<file path="src/rtl/param_serializer_pkg.sv">
// param_serializer_pkg: shared state encodings and sizing helper for the serializer
package param_serializer_pkg;

    typedef enum logic [1:0] {
        IDLE = 2'b00,
        LOAD = 2'b01,
        WAIT = 2'b10,
        SEND = 2'b11
    } state_e;

    // Width needed to hold 0..n-1, never narrower than one bit
    function automatic int clog2_min1(input int n);
        return (n <= 2) ? 1 : $clog2(n);
    endfunction

endpackage

</file>
<file path="src/rtl/param_serializer_fsm_if.sv">
// param_serializer_fsm_if: producer/link side signals of the serializer
interface param_serializer_fsm_if #(parameter int WIDTH = 16);

    logic             start;
    logic             ss;
    logic [WIDTH-1:0] data_input;
    logic             ready;
    logic             data_output;
    logic             bit_strobe;
    logic             data_sent;
    logic             aborted;
    logic [1:0]       state_q;

    modport master (
        output start, ss, data_input,
        input  ready, data_output, bit_strobe, data_sent, aborted, state_q
    );

    modport slave (
        input  start, ss, data_input,
        output ready, data_output, bit_strobe, data_sent, aborted, state_q
    );

endinterface

</file>
<file path="src/rtl/serializer_bit_timer.sv">
// serializer_bit_timer: bit-period divider and bit counter for one frame
module serializer_bit_timer
    import param_serializer_pkg::*;
#(
    parameter int WIDTH        = 16,
    parameter int CLKS_PER_BIT = 1
) (
    input  logic clock,
    input  logic reset,
    input  logic clear,
    input  logic enable,
    output logic bit_strobe,
    output logic bit_done,
    output logic frame_done
);

    localparam int DW = clog2_min1(CLKS_PER_BIT);
    localparam int BW = clog2_min1(WIDTH);
    localparam logic [DW-1:0] DIV_LAST = DW'(CLKS_PER_BIT - 1);
    localparam logic [BW-1:0] BIT_LAST = BW'(WIDTH - 1);

    logic [DW-1:0] div_q, div_d;
    logic [BW-1:0] bit_q, bit_d;

    // Divider wraps every CLKS_PER_BIT clocks; bit counter advances on each wrap
    always_comb begin
        bit_strobe = enable && div_q == '0;
        bit_done   = enable && div_q == DIV_LAST;
        frame_done = bit_done && bit_q == BIT_LAST;
        div_d      = clear ? '0 : !enable ? div_q : bit_done ? '0 : div_q + 1'b1;
        bit_d      = clear ? '0 : bit_done ? bit_q + 1'b1 : bit_q;
    end

    // Counter registers
    always_ff @(posedge clock) begin
        if (reset) begin
            div_q <= '0;
            bit_q <= '0;
        end else begin
            div_q <= div_d;
            bit_q <= bit_d;
        end
    end

endmodule

</file>
<file path="src/rtl/param_serializer_fsm.sv">
// param_serializer_fsm: parallel-in/serial-out serializer gated by active-low slave select
module param_serializer_fsm
    import param_serializer_pkg::*;
#(
    parameter int WIDTH        = 16,
    parameter int CLKS_PER_BIT = 1,
    parameter bit MSB_FIRST    = 1'b1,
    parameter bit IDLE_LEVEL   = 1'b0,
    parameter bit ABORT_ON_SS  = 1'b1
) (
    input  logic                  clock,
    input  logic                  reset,
    param_serializer_fsm_if.slave bus
);

    state_e           state_q, state_d;
    logic [WIDTH-1:0] shift_q, shift_d;
    logic             data_sent_q, data_sent_d;
    logic             aborted_q, aborted_d;
    logic             bit_done, frame_done, strobe;

    // Counters run only in SEND and sit at zero otherwise, so entering SEND starts a fresh frame
    serializer_bit_timer #(
        .WIDTH        (WIDTH),
        .CLKS_PER_BIT (CLKS_PER_BIT)
    ) u_timer (
        .clock      (clock),
        .reset      (reset),
        .clear      (state_q != SEND),
        .enable     (state_q == SEND),
        .bit_strobe (strobe),
        .bit_done   (bit_done),
        .frame_done (frame_done)
    );

    // Next state, shift register and completion pulses; abort wins over completion
    always_comb begin
        state_d     = state_q;
        shift_d     = shift_q;
        data_sent_d = 1'b0;
        aborted_d   = 1'b0;
        case (state_q)
            IDLE: if (bus.start) begin
                shift_d = bus.data_input;
                state_d = LOAD;
            end
            LOAD: state_d = WAIT;
            WAIT: if (!bus.ss) state_d = SEND;
            SEND: if (ABORT_ON_SS && bus.ss) begin
                state_d   = IDLE;
                aborted_d = 1'b1;
            end else begin
                shift_d     = !bit_done ? shift_q : MSB_FIRST ? shift_q << 1 : shift_q >> 1;
                state_d     = frame_done ? IDLE : SEND;
                data_sent_d = frame_done;
            end
        endcase
    end

    // State, data and pulse registers
    always_ff @(posedge clock) begin
        if (reset) begin
            state_q     <= IDLE;
            shift_q     <= '0;
            data_sent_q <= 1'b0;
            aborted_q   <= 1'b0;
        end else begin
            state_q     <= state_d;
            shift_q     <= shift_d;
            data_sent_q <= data_sent_d;
            aborted_q   <= aborted_d;
        end
    end

    assign bus.ready       = state_q == IDLE;
    assign bus.data_output = state_q == IDLE ? IDLE_LEVEL : MSB_FIRST ? shift_q[WIDTH-1] : shift_q[0];
    assign bus.bit_strobe  = strobe;
    assign bus.data_sent   = data_sent_q;
    assign bus.aborted     = aborted_q;
    assign bus.state_q     = state_q;

endmodule

</file>
<file path="src/flat_wrapper.sv">
// flat-port wrapper written by rule: the top's interface ports become plain ports
module param_serializer_fsm_flat import param_serializer_pkg::*;
#(
    parameter int WIDTH        = 16,
    parameter int CLKS_PER_BIT = 1,
    parameter bit MSB_FIRST    = 1'b1,
    parameter bit IDLE_LEVEL   = 1'b0,
    parameter bit ABORT_ON_SS  = 1'b1
)
  (clock, reset, bus_start, bus_ss, bus_data_input, bus_ready, bus_data_output, bus_bit_strobe, bus_data_sent, bus_aborted, bus_state_q);
  param_serializer_fsm_if #(.WIDTH(WIDTH)) bus_i ();
  input  logic clock;
  input  logic reset;
  input wire logic [$bits(bus_i.start)-1:0] bus_start;
  input wire logic [$bits(bus_i.ss)-1:0] bus_ss;
  input wire logic [$bits(bus_i.data_input)-1:0] bus_data_input;
  output wire logic [$bits(bus_i.ready)-1:0] bus_ready;
  output wire logic [$bits(bus_i.data_output)-1:0] bus_data_output;
  output wire logic [$bits(bus_i.bit_strobe)-1:0] bus_bit_strobe;
  output wire logic [$bits(bus_i.data_sent)-1:0] bus_data_sent;
  output wire logic [$bits(bus_i.aborted)-1:0] bus_aborted;
  output wire logic [$bits(bus_i.state_q)-1:0] bus_state_q;
  assign bus_i.start = bus_start;
  assign bus_i.ss = bus_ss;
  assign bus_i.data_input = bus_data_input;
  assign bus_ready = bus_i.ready;
  assign bus_data_output = bus_i.data_output;
  assign bus_bit_strobe = bus_i.bit_strobe;
  assign bus_data_sent = bus_i.data_sent;
  assign bus_aborted = bus_i.aborted;
  assign bus_state_q = bus_i.state_q;
  param_serializer_fsm #(.WIDTH(WIDTH), .CLKS_PER_BIT(CLKS_PER_BIT), .MSB_FIRST(MSB_FIRST), .IDLE_LEVEL(IDLE_LEVEL), .ABORT_ON_SS(ABORT_ON_SS)) u_core (.clock(clock), .reset(reset), .bus(bus_i));
endmodule
</file>
<file path="config.mk">
export PLATFORM = sky130hd
export DESIGN_NAME = param_serializer_fsm_flat
export DESIGN_NICKNAME = d
export VERILOG_FILES = /design/src/rtl/param_serializer_pkg.sv /design/src/rtl/param_serializer_fsm_if.sv /design/src/rtl/serializer_bit_timer.sv /design/src/rtl/param_serializer_fsm.sv /design/src/flat_wrapper.sv
export SDC_FILE = /design/constraint.sdc
export NUM_CORES = 1
export LEC_CHECK = 0
export BUFFER_PORTS_ARGS = -buffer_cell sky130_fd_sc_hd__buf_2
export CORE_ASPECT_RATIO = 1.25
export CORE_MARGIN = 10
export CORE_UTILIZATION = 50
export CTS_BUF_LIST = sky130_fd_sc_hd__clkbuf_8
export CTS_CLUSTER_SIZE = 40
export DETAILED_ROUTE_END_ITERATION = 16
export GPL_TIMING_DRIVEN = 0
export PLACE_DENSITY = 0.77
export SYNTH_ARGS = -nofsm -noshare
export SYNTH_HDL_FRONTEND = slang
export SYNTH_SLANG_ARGS = --single-unit
</file>
<file path="constraint.sdc">
create_clock -name clock -period 1.8 [get_ports clock]
set_input_delay 0.18 -clock clock [delete_from_list [all_inputs] [get_ports clock]]
set_output_delay 0.18 -clock clock [all_outputs]
set_load 0.02 [all_outputs]
</file>
==> results of run 1 <==
-- cells by family after synthesis --
group	after synthesis
AND/OR/NAND/NOR	65
flip-flops	25
AO/OA/AOI/OAI	21
buffers and inverters	14
XOR/XNOR	3
adder cells (fa/ha/maj)	1
other	1
multiplexers	1
-- registers in the layout, indices dropped and copies added, names as in the netlist --
register and flops:
u_core.bus.aborted 1, u_core.bus.data_sent 1, u_core.bus.state_q 2, u_core.shift_q 16
u_core.u_timer.bit_q 4, u_core.u_timer.div_q 1
-- per-layer routing --
| metal | GRT usage | vias to the layer above |
|---|---|---|
| li1 | - | 541 |
| met1 | 0.131 | 533 |
| met2 | 0.214 | 28 |
| met3 | 0.0397 | 5 |
| met4 | 0.0857 | 0 |
| met5 | 0 | - |
-- power by group through the flow --
stage	registers (uW)	logic [uW]	clock network, uW
6_report	631	288	346
3_5_place_dp	643	289	0
5_1_grt	637	318	377
2_1_floorplan	642	213	0
3_3_place_gp	641	282	0
4_1_cts	631	290	353
-- cells in the final DEF, fill, tap and decap left out, types with 2 or more instances in the layout --
| cell | n |
|---|---|
| a21oi_1 | 3 |
| a311oi_1 | 5 |
| a311oi_2 | 9 |
| buf_2 | 33 |
| buf_4 | 2 |
| buf_6 | 2 |
| clkbuf_8 | 3 |
| dfxtp_1 | 24 |
| nand2_1 | 16 |
| nand2b_1 | 2 |
| nand3_1 | 15 |
| nand4b_1 | 2 |
| nor2_1 | 2 |
| nor3_1 | 21 |
| xor2_1 | 2 |
-- cell type report --
type	instances	area, um^2
fillers	243	932
multi-input cells	92	644
flip-flops and latches	25	502
repair buffers	26	130
plain buffers	13	100
clock buffers	3	41.3
well taps	33	41.3
clock inverters	1	7.51
inverters	1	3.75
-- Yosys cell counts, types with 2 or more instances --
library cell / count
nand2b_1: 2
nor3_1: 21
nand2_1: 16
a311oi_1: 5
buf_4: 2
buf_2: 6
xor2_1: 2
a21oi_1: 3
buf_6: 2
nand4b_1: 2
a311oi_2: 9
nand3_1: 15
nor2_1: 2
dfxtp_1: 25
-- worst min-delay path by stage --
stage | cells after the start | endpoint | slack [ns] | startpoint
2_1_floorplan | 1 | u_core.shift_q[10]$_SDFFE_PP0P_ | 0.25 | reset
3_3_place_gp | 2 | u_core.bus.data_sent$_SDFF_PP0_ | 0.41 | bus_ss
3_5_place_dp | 2 | u_core.bus.data_sent$_SDFF_PP0_ | 0.41 | bus_ss
4_1_cts | 2 | u_core.bus.data_sent$_SDFF_PP0_ | 0.12 | bus_ss
5_1_grt | 2 | u_core.bus.data_sent$_SDFF_PP0_ | 0.13 | bus_ss
6_report | 2 | u_core.bus.data_sent$_SDFF_PP0_ | 0.12 | bus_ss
-- stage by stage --
step / cell area, um^2 / std cells / utilization
global placement: 1420 / 190 / 0.591
floorplan: 1250 / 131 / -
global route: 1470 / 194 / 0.612
detailed placement: 1420 / 190 / 0.591
CTS: 1470 / 194 / 0.611
finish: 1470 / 194 / 0.612
-- timing repair --
item / 4_1_cts / 5_1_grt
resized for setup: 0 / 4
hold endpoints to repair: 0 / 0
setup endpoints to repair: 0 / 1
setup buffers: 0 / 0
==> results.sh, run 1 <==
export IMPL_status="completed"
export IMPL_hold_slack_ns=0.121
export IMPL_final_hold_violation_count=0
export IMPL_core_um2=2400
export IMPL_min_path_type="in -> reg"
export IMPL_synth_async_sr_flop_share=0
export IMPL_area_delta_synth_final_pct=17.9
export IMPL_synth_top_family_by_area="simple AND/OR/NAND/NOR gates"
export IMPL_timing_critical_path_buf_inv=3
export IMPL_seq_area_frac_synth=0.401
export IMPL_insertion_delay_ns=0.28
export IMPL_syn_avg_cell_area_um2=9.52
export IMPL_max_stage_delay_ns=0.36
export IMPL_fmax_ghz=0.609
export IMPL_clkTransAtPathRegs_ns=0.09
export IMPL_slew_viol_final=0
export IMPL_worstSetupPathDepth=5
export IMPL_cts_buffer_depth=2
export IMPL_place_hpwl_mm=2.17
export IMPL_num_antenna_cells=0
export IMPL_rsz0062_at_grt="no"
export IMPL_ys_top_cells_by_area="dfxtp_1 (40%), a311oi_2 (11%), nor3_1 (8.4%)"
export IMPL_start_util=0.519
export IMPL_timing_final_ws_setup_ns=0.158
export IMPL_io_buffers=26
export IMPL_ys_flop_type="dfxtp_1"
export IMPL_ctsHtreeMaxLevel=1
export IMPL_synth_adder_area_share=0.0100
export IMPL_dieWidth_um=64.7
export IMPL_slowest_stage="dfxtp_1"
export IMPL_tns_ns=0
export IMPL_mappedNetlistNets=152
export IMPL_fin_crit_sh=0.912
export IMPL_wirelength_mm=2.88
export IMPL_drc=0
export IMPL_critical_path_class="reg -> out"
export IMPL_syn_area_um2=1250
export IMPL_end_kind="output port"
export IMPL_grt_overflow=0
export IMPL_grt_pass1_wl_mm=5.00
export IMPL_leakage_uw=0.000593
export IMPL_ys_seq_elements=25
export IMPL_crit_chain="buf_4 > nand2_1 > buf_2 > nor2_1 > buf_2"
export IMPL_synth_xor_area_frac=0.0211
export IMPL_finalPower_uw=1270
export IMPL_yosys_area_top_type="dfxtp_1"
export IMPL_p_sw_uw=378
export IMPL_grt_max_degree=16
export IMPL_place_ws_ns=0.204
export IMPL_drv_cap=0
export IMPL_clkPwrFrac=0.273
export IMPL_rrSetupSlack_ns=0.20
export IMPL_setup_viol=0
export IMPL_grt_pass1_vias=1195
export IMPL_drt_iter0_markers=25
export IMPL_viasPerCell=5.71
export IMPL_synth_compound_area_share=0.195
export IMPL_power_frac_comb=0.228
export IMPL_die_y_um=75.8
export IMPL_timing_critical_path_fanout_max=10
export IMPL_wl_per_cell_um=14.8
export IMPL_top_layer="met4"
export IMPL_wirelength_met1_mm=1.26
export IMPL_grt_antenna_before_repair=0
export IMPL_synth_top_area_frac=0.401
export IMPL_endpoint="bus_bit_strobe"
export IMPL_required_ns=1.62
export IMPL_rows=20
export IMPL_ys_warn_count=0
export IMPL_crit_start="u_core.bus.state_q[0]$_SDFFE_PP0P_"
export IMPL_synth_edff_count=0
export IMPL_synth_mux_area_frac=0.00802
export IMPL_synth_distinct_cells=33
export IMPL_gp_congestion=0.782
export IMPL_p_sw_frac=0.298
export IMPL_drtAntennaViolNets=0
export IMPL_power_density_nw_per_um2=861
export IMPL_clock_skew_ns=0.00636
export IMPL_cp_top_family="buffers and inverters"
export IMPL_wl_met2_mm=1.39
export IMPL_crit_top_cell="buf_2"
export IMPL_cp_arrival_ns=1.46
export IMPL_p_int_uw=888
export IMPL_netlist_instances=131
export IMPL_fin_crit_ns=1.64
export IMPL_reg2reg_from="u_core.bus.state_q[0]$_SDFFE_PP0P_"
export IMPL_drive_gt1_frac=0.360
export IMPL_seqPwrFrac=0.499
export IMPL_vias=1107
export IMPL_first_pass_iters=4
export IMPL_start_kind="flop"
export IMPL_cts_sinks=25
export IMPL_cts_tree="built"
export IMPL_cts_root_buf="clkbuf_8"
export IMPL_r2r_end="u_core.shift_q[15]$_SDFFE_PP0P_"
export IMPL_rr_worst_depth=5
export IMPL_die_area_um2=4910
export IMPL_ios=27
export IMPL_met3_length_um=169
export IMPL_gr_usage_all_layers=0.126
export IMPL_cts_hold_buf=0
export IMPL_yosys_area_share_simple=0.280
export IMPL_cts_buffers=3
export IMPL_ir_drop_mv=0.413
export IMPL_final_nets=183
Power figures use the tool's default switching activity.
==> run 2, diff against run 1 <==
- GPL_TIMING_DRIVEN: 0 -> not set
- REMOVE_ABC_BUFFERS: not set -> 1
==> run 2 against run 1 <==
Against the previous run: count of clock-buffer cells in the layout did not move; via count is 3.7% lower; global-route usage shrank 0.93 points; hold slack better by 0.011 ns; critical path type unchanged; critical endpoint unchanged.
==> results.sh, run 2 (synthesis gave the netlist of run 1 again) <==
export IMPL_status="completed"
export IMPL_wirelength_mm=2.69
export IMPL_placed_cells=188
export IMPL_gp_congestion=0.753
export IMPL_rsz0062_at_grt="no"
export IMPL_clkPwrFrac=0.267
export IMPL_fin_crit_ns=1.54
export IMPL_start_util=0.519
export IMPL_ir_drop_mv=0.549
export IMPL_cts_repair_resized=0
export IMPL_slowest_stage="dfxtp_1"
export IMPL_drive_gt1_frac=0.346
export IMPL_p_sw_uw=364
export IMPL_num_antenna_cells=0
export IMPL_timing_critical_path_fanout_max=20
export IMPL_ctsHtreeMaxLevel=1
export IMPL_end_kind="output port"
export IMPL_seqPwrFrac=0.505
export IMPL_drt_iter0_markers=33
export IMPL_cts_buffers=3
export IMPL_setup_viol=0
export IMPL_cts_sinks=25
export IMPL_cp_top_family="flip-flops"
export IMPL_gr_usage_all_layers=0.117
export IMPL_area_delta_synth_final_pct=17.2
export IMPL_max_stage_delay_ns=0.41
export IMPL_cts_hold_buf=0
export IMPL_die_area_um2=4910
export IMPL_cts_root_buf="clkbuf_8"
export IMPL_viasPerCell=5.55
export IMPL_power_frac_comb=0.228
export IMPL_insertion_delay_ns=0.27
export IMPL_grt_max_degree=25
export IMPL_tightest_slew_ns=0.547
export IMPL_mostFrequentLayoutCell="buf_2"
export IMPL_drv_cap=0
export IMPL_required_ns=1.62
export IMPL_p_int_uw=885
export IMPL_fmax_ghz=0.649
export IMPL_dieWidth_um=64.7
export IMPL_timing_critical_path_buf_inv=2
export IMPL_final_nets=181
export IMPL_post_cts_setup_buffers=0
export IMPL_finalPower_uw=1250
export IMPL_first_pass_iters=4
export IMPL_wl_per_cell_um=14.0
export IMPL_largest_register_ffs=16
export IMPL_start_kind="flop"
export IMPL_grt_overflow=0
export IMPL_core_um2=2400
export IMPL_rows=20
export IMPL_cp_arrival_ns=1.36
export IMPL_leakage_uw=0.000595
export IMPL_clock_skew_ns=0.00355
export IMPL_vias=1066
export IMPL_utilization=0.608
export IMPL_min_path_type="in -> reg"
export IMPL_clkTransAtPathRegs_ns=0.09
export IMPL_crit_chain="nand2_1 > buf_12 > nor2_1 > buf_2"
export IMPL_final_hold_violation_count=0
export IMPL_regMostFlops="u_core.shift_q"
export IMPL_final_cell_mix="buf_2 (26), dfxtp_1 (25), nor3_1 (21), nand2_1 (16), nand3_1 (15)"
export IMPL_drtAntennaViolNets=0
export IMPL_die_y_um=75.8
export IMPL_grt_pass1_wl_mm=4.58
export IMPL_tns_ns=0
export IMPL_ios=27
export IMPL_io_buffers=26
export IMPL_reg_top3="u_core.shift_q (16), u_core.u_timer.bit_q (4), u_core.bus.state_q (2)"
export IMPL_critical_path_class="reg -> out"
export IMPL_slew_viol_final=0
export IMPL_slew_headroom=0.635
export IMPL_fin_cells=192
export IMPL_grt_antenna_before_repair=0
export IMPL_place_hpwl_mm=2.05
export IMPL_fin_crit_sh=0.856
export IMPL_p_sw_frac=0.291
export IMPL_grt_pass1_vias=1098
export IMPL_power_density_nw_per_um2=854
export IMPL_cts_buffer_depth=2
export IMPL_cts_tree="built"
export IMPL_drc=0
export IMPL_fillers=227
run 2: cell types whose count changed in the layout (fill, tap and decap cells not counted):
cell | previous run | this run
dfxtp_2 | 1 | 0
clkinv_2 | 0 | 1
buf_4 | 2 | 10
dfxtp_1 | 24 | 25
buf_6 | 2 | 0
clkbuf_4 | 1 | 0
buf_2 | 33 | 26
clkinvlp_4 | 1 | 0
run 2: area by class of cell:
cell class	count	area [um^2]	area share
clock buffers	3	41.3	0.0283
repair buffers	37	225	0.154
inverters	1	3.75	0.00257
multi-input cells	92	644	0.441
clock inverters	1	5.00	0.00342
flip-flops and latches	25	500	0.342
well taps	33	41.3	0.0283
run 2: final timing paths:
path,startpoint,end,slack (ns),cells after the start
setup / recovery,u_core.bus.state_q[0]$_SDFFE_PP0P_,bus_bit_strobe,0.26,4
setup reg to reg,u_core.bus.state_q[0]$_SDFFE_PP0P_,u_core.shift_q[6]$_SDFFE_PP0P_,0.33,4
hold / removal,bus_ss,u_core.bus.data_sent$_SDFF_PP0_,0.13,2
hold reg to reg,u_core.shift_q[9]$_SDFFE_PP0P_,u_core.shift_q[10]$_SDFFE_PP0P_,0.50,2
run 2: through the flow:
| step | hold slack [ns] | worst slack [ns] | instance area, um^2 |
|---|---|---|---|
| floorplan | 0.245 | -0.884 | 1150 |
| global placement | 0.413 | 0.428 | 1420 |
| detailed placement | 0.420 | 0.349 | 1420 |
| CTS | 0.130 | 0.245 | 1460 |
| global route | 0.147 | 0.125 | 1460 |
| finish | 0.132 | 0.259 | 1460 |
run 2: routing by layer:
metal	vias to the layer above	wire length, um	global-route usage
met4	0	57	0.0857
met1	498	1060	0.119
met2	27	1420	0.195
met5	-	0	0
met3	5	147	0.0412
li1	536	-	-
run 2: power groups by stage:
stage	logic, uW	clock network (uW)	registers [uW]
after floorplan	154	0	659
after global placement	277	0	641
after detailed placement	286	0	643
after CTS	287	342	630
after global routing	313	368	637
final	284	333	631
==> run 3, diff against run 2 <==
- CELL_PAD_IN_SITES_DETAIL_PLACEMENT: not set -> 0
- CELL_PAD_IN_SITES_GLOBAL_PLACEMENT: not set -> 1
- CORE_UTILIZATION: 50 -> 42
- PLACE_DENSITY: 0.77 -> 0.84
==> run 3 against run 2 <==
Against the previous run: combinational power barely moved; fmax is 2.4% lower; cell area fell by 0.86%; non-clock buffer count decreased by 2; wire length up 9.2%; total power is 0.39% higher; critical endpoint unchanged; highest routed layer unchanged.
==> results.sh, run 3 (synthesis gave the netlist of run 1 again) <==
export IMPL_cts_sinks=25
export IMPL_tightest_slew_ns=0.536
export IMPL_slowest_stage="dfxtp_1"
export IMPL_cts_repair_resized=0
export IMPL_vias=1062
export IMPL_hold_slack_ns=0.124
export IMPL_ctsHtreeMaxLevel=1
export IMPL_max_stage_delay_ns=0.37
export IMPL_crit_chain="buf_4 > nand2_1 > nor2_1 > buf_2"
export IMPL_post_cts_setup_buffers=0
export IMPL_power_density_nw_per_um2=865
export IMPL_final_nets=179
export IMPL_start_util=0.432
export IMPL_clock_skew_ns=0.00319
export IMPL_rows=22
export IMPL_seqPwrFrac=0.503
export IMPL_utilization=0.501
export IMPL_leakage_uw=0.000583
export IMPL_viasPerCell=5.50
export IMPL_drtAntennaViolNets=0
export IMPL_p_sw_uw=372
export IMPL_grt_pass1_vias=1045
export IMPL_tns_ns=0
export IMPL_grt_pass1_wl_mm=4.90
export IMPL_cts_buffer_depth=2
export IMPL_grt_antenna_before_repair=0
export IMPL_reg_top3="u_core.shift_q (16), u_core.u_timer.bit_q (4), u_core.bus.state_q (2)"
export IMPL_gp_congestion=0.769
export IMPL_insertion_delay_ns=0.27
export IMPL_cts_buffers=3
export IMPL_ir_drop_mv=0.578
export IMPL_crit_start="u_core.bus.state_q[0]$_SDFFE_PP0P_"
export IMPL_final_hold_violation_count=0
export IMPL_final_cell_mix="buf_2 (26), dfxtp_1 (25), nor3_1 (21), nand2_1 (16), nand3_1 (15)"
export IMPL_reg2reg_from="u_core.bus.state_q[1]$_SDFFE_PP0P_"
export IMPL_cts_root_buf="clkbuf_8"
export IMPL_cts_hold_buf=0
export IMPL_p_sw_frac=0.297
export IMPL_wirelength_mm=2.93
export IMPL_end_kind="output port"
export IMPL_p_int_uw=881
export IMPL_drt_iter0_markers=34
export IMPL_wl_per_cell_um=15.2
export IMPL_status="completed"
export IMPL_rr_worst_depth=4
export IMPL_fin_crit_ns=1.58
export IMPL_setup_viol=0
export IMPL_ios=27
export IMPL_cts_tree="built"
export IMPL_area_delta_synth_final_pct=16.1
export IMPL_core_um2=2890
export IMPL_finalPower_uw=1250
export IMPL_power_frac_comb=0.229
export IMPL_gr_usage_all_layers=0.112
export IMPL_start_kind="flop"
export IMPL_clkTransAtPathRegs_ns=0.09
export IMPL_fmax_ghz=0.634
export IMPL_place_hpwl_mm=2.15
export IMPL_timing_critical_path_fanout_max=9
export IMPL_regMostFlops="u_core.shift_q"
export IMPL_slew_viol_final=0
export IMPL_largest_register_ffs=16
export IMPL_placed_cells=189
export IMPL_fin_crit_sh=0.877
export IMPL_drc=0
export IMPL_required_ns=1.62
export IMPL_mostFrequentLayoutCell="buf_2"
export IMPL_dieWidth_um=68.7
export IMPL_io_buffers=26
export IMPL_fin_cells=193
export IMPL_grt_overflow=0
export IMPL_min_path_cells=2
export IMPL_clkPwrFrac=0.267
export IMPL_num_antenna_cells=0
export IMPL_critical_path_class="reg -> out"
export IMPL_drv_cap=0
export IMPL_slew_headroom=0.643
export IMPL_min_path_type="in -> reg"
export IMPL_rsz0062_at_grt="no"
export IMPL_fillers=294
export IMPL_cp_arrival_ns=1.40
export IMPL_hp_start="bus_ss"
export IMPL_first_pass_iters=4
export IMPL_drive_gt1_frac=0.331
export IMPL_grt_max_degree=25
export IMPL_die_y_um=80.9
export IMPL_die_area_um2=5560
-- run 3: changes by cell type in the layout (fill, tap and decap cells not counted) --
cell and delta:
clkinv_2 -1, buf_4 -2, inv_1 +1
-- run 3: worst paths after layout --
kind / end / slack [ns]
max: bus_bit_strobe / 0.22
max reg2reg: u_core.shift_q[15]$_SDFFE_PP0P_ / 0.29
min: u_core.bus.data_sent$_SDFF_PP0_ / 0.12
min reg2reg: u_core.shift_q[12]$_SDFFE_PP0P_ / 0.52
-- run 3: cell type report --
type	count	area (um^2)	share of cell area
Clock buffer	3	41.3	0.0285
Clock inverter	1	3.75	0.00259
Inverter	1	3.75	0.00259
Multi-Input combinational cell	92	644	0.445
Sequential cell	25	500	0.345
Tap cell	36	45.0	0.0311
Timing Repair Buffer	35	210	0.145
-- run 3: per-stage QoR --
step / area [um^2] / worst slack [ns]
2_1_floorplan: 1150 / -0.884
3_3_place_gp: 1400 / 0.368
3_5_place_dp: 1400 / 0.312
4_1_cts: 1450 / 0.216
5_1_grt: 1450 / 0.0827
6_report: 1450 / 0.222
-- run 3: per-layer routing --
metal | vias to the layer above | wire [um] | global-route usage
met3 | 4 | 130 | 0.0262
met4 | 0 | 46 | 0.0494
met1 | 503 | 1310 | 0.145
li1 | 533 | - | -
met2 | 22 | 1450 | 0.169
met5 | - | 0 | 0
-- run 3: power by group through the flow --
stage          sequential (uW)  clock, uW  combinational, uW
4_1_cts                    630        338                290
3_3_place_gp               642          0                280
3_5_place_dp               643          0                289
6_report                   631        335                287
5_1_grt                    637        360                317
2_1_floorplan              659          0                154
-- run 3: worst max-delay path: cells and delay by family (launching register included) --
family	cells	cell delay, ns
buf+inv	2	0.36
flops	1	0.37
simple gates	2	0.40
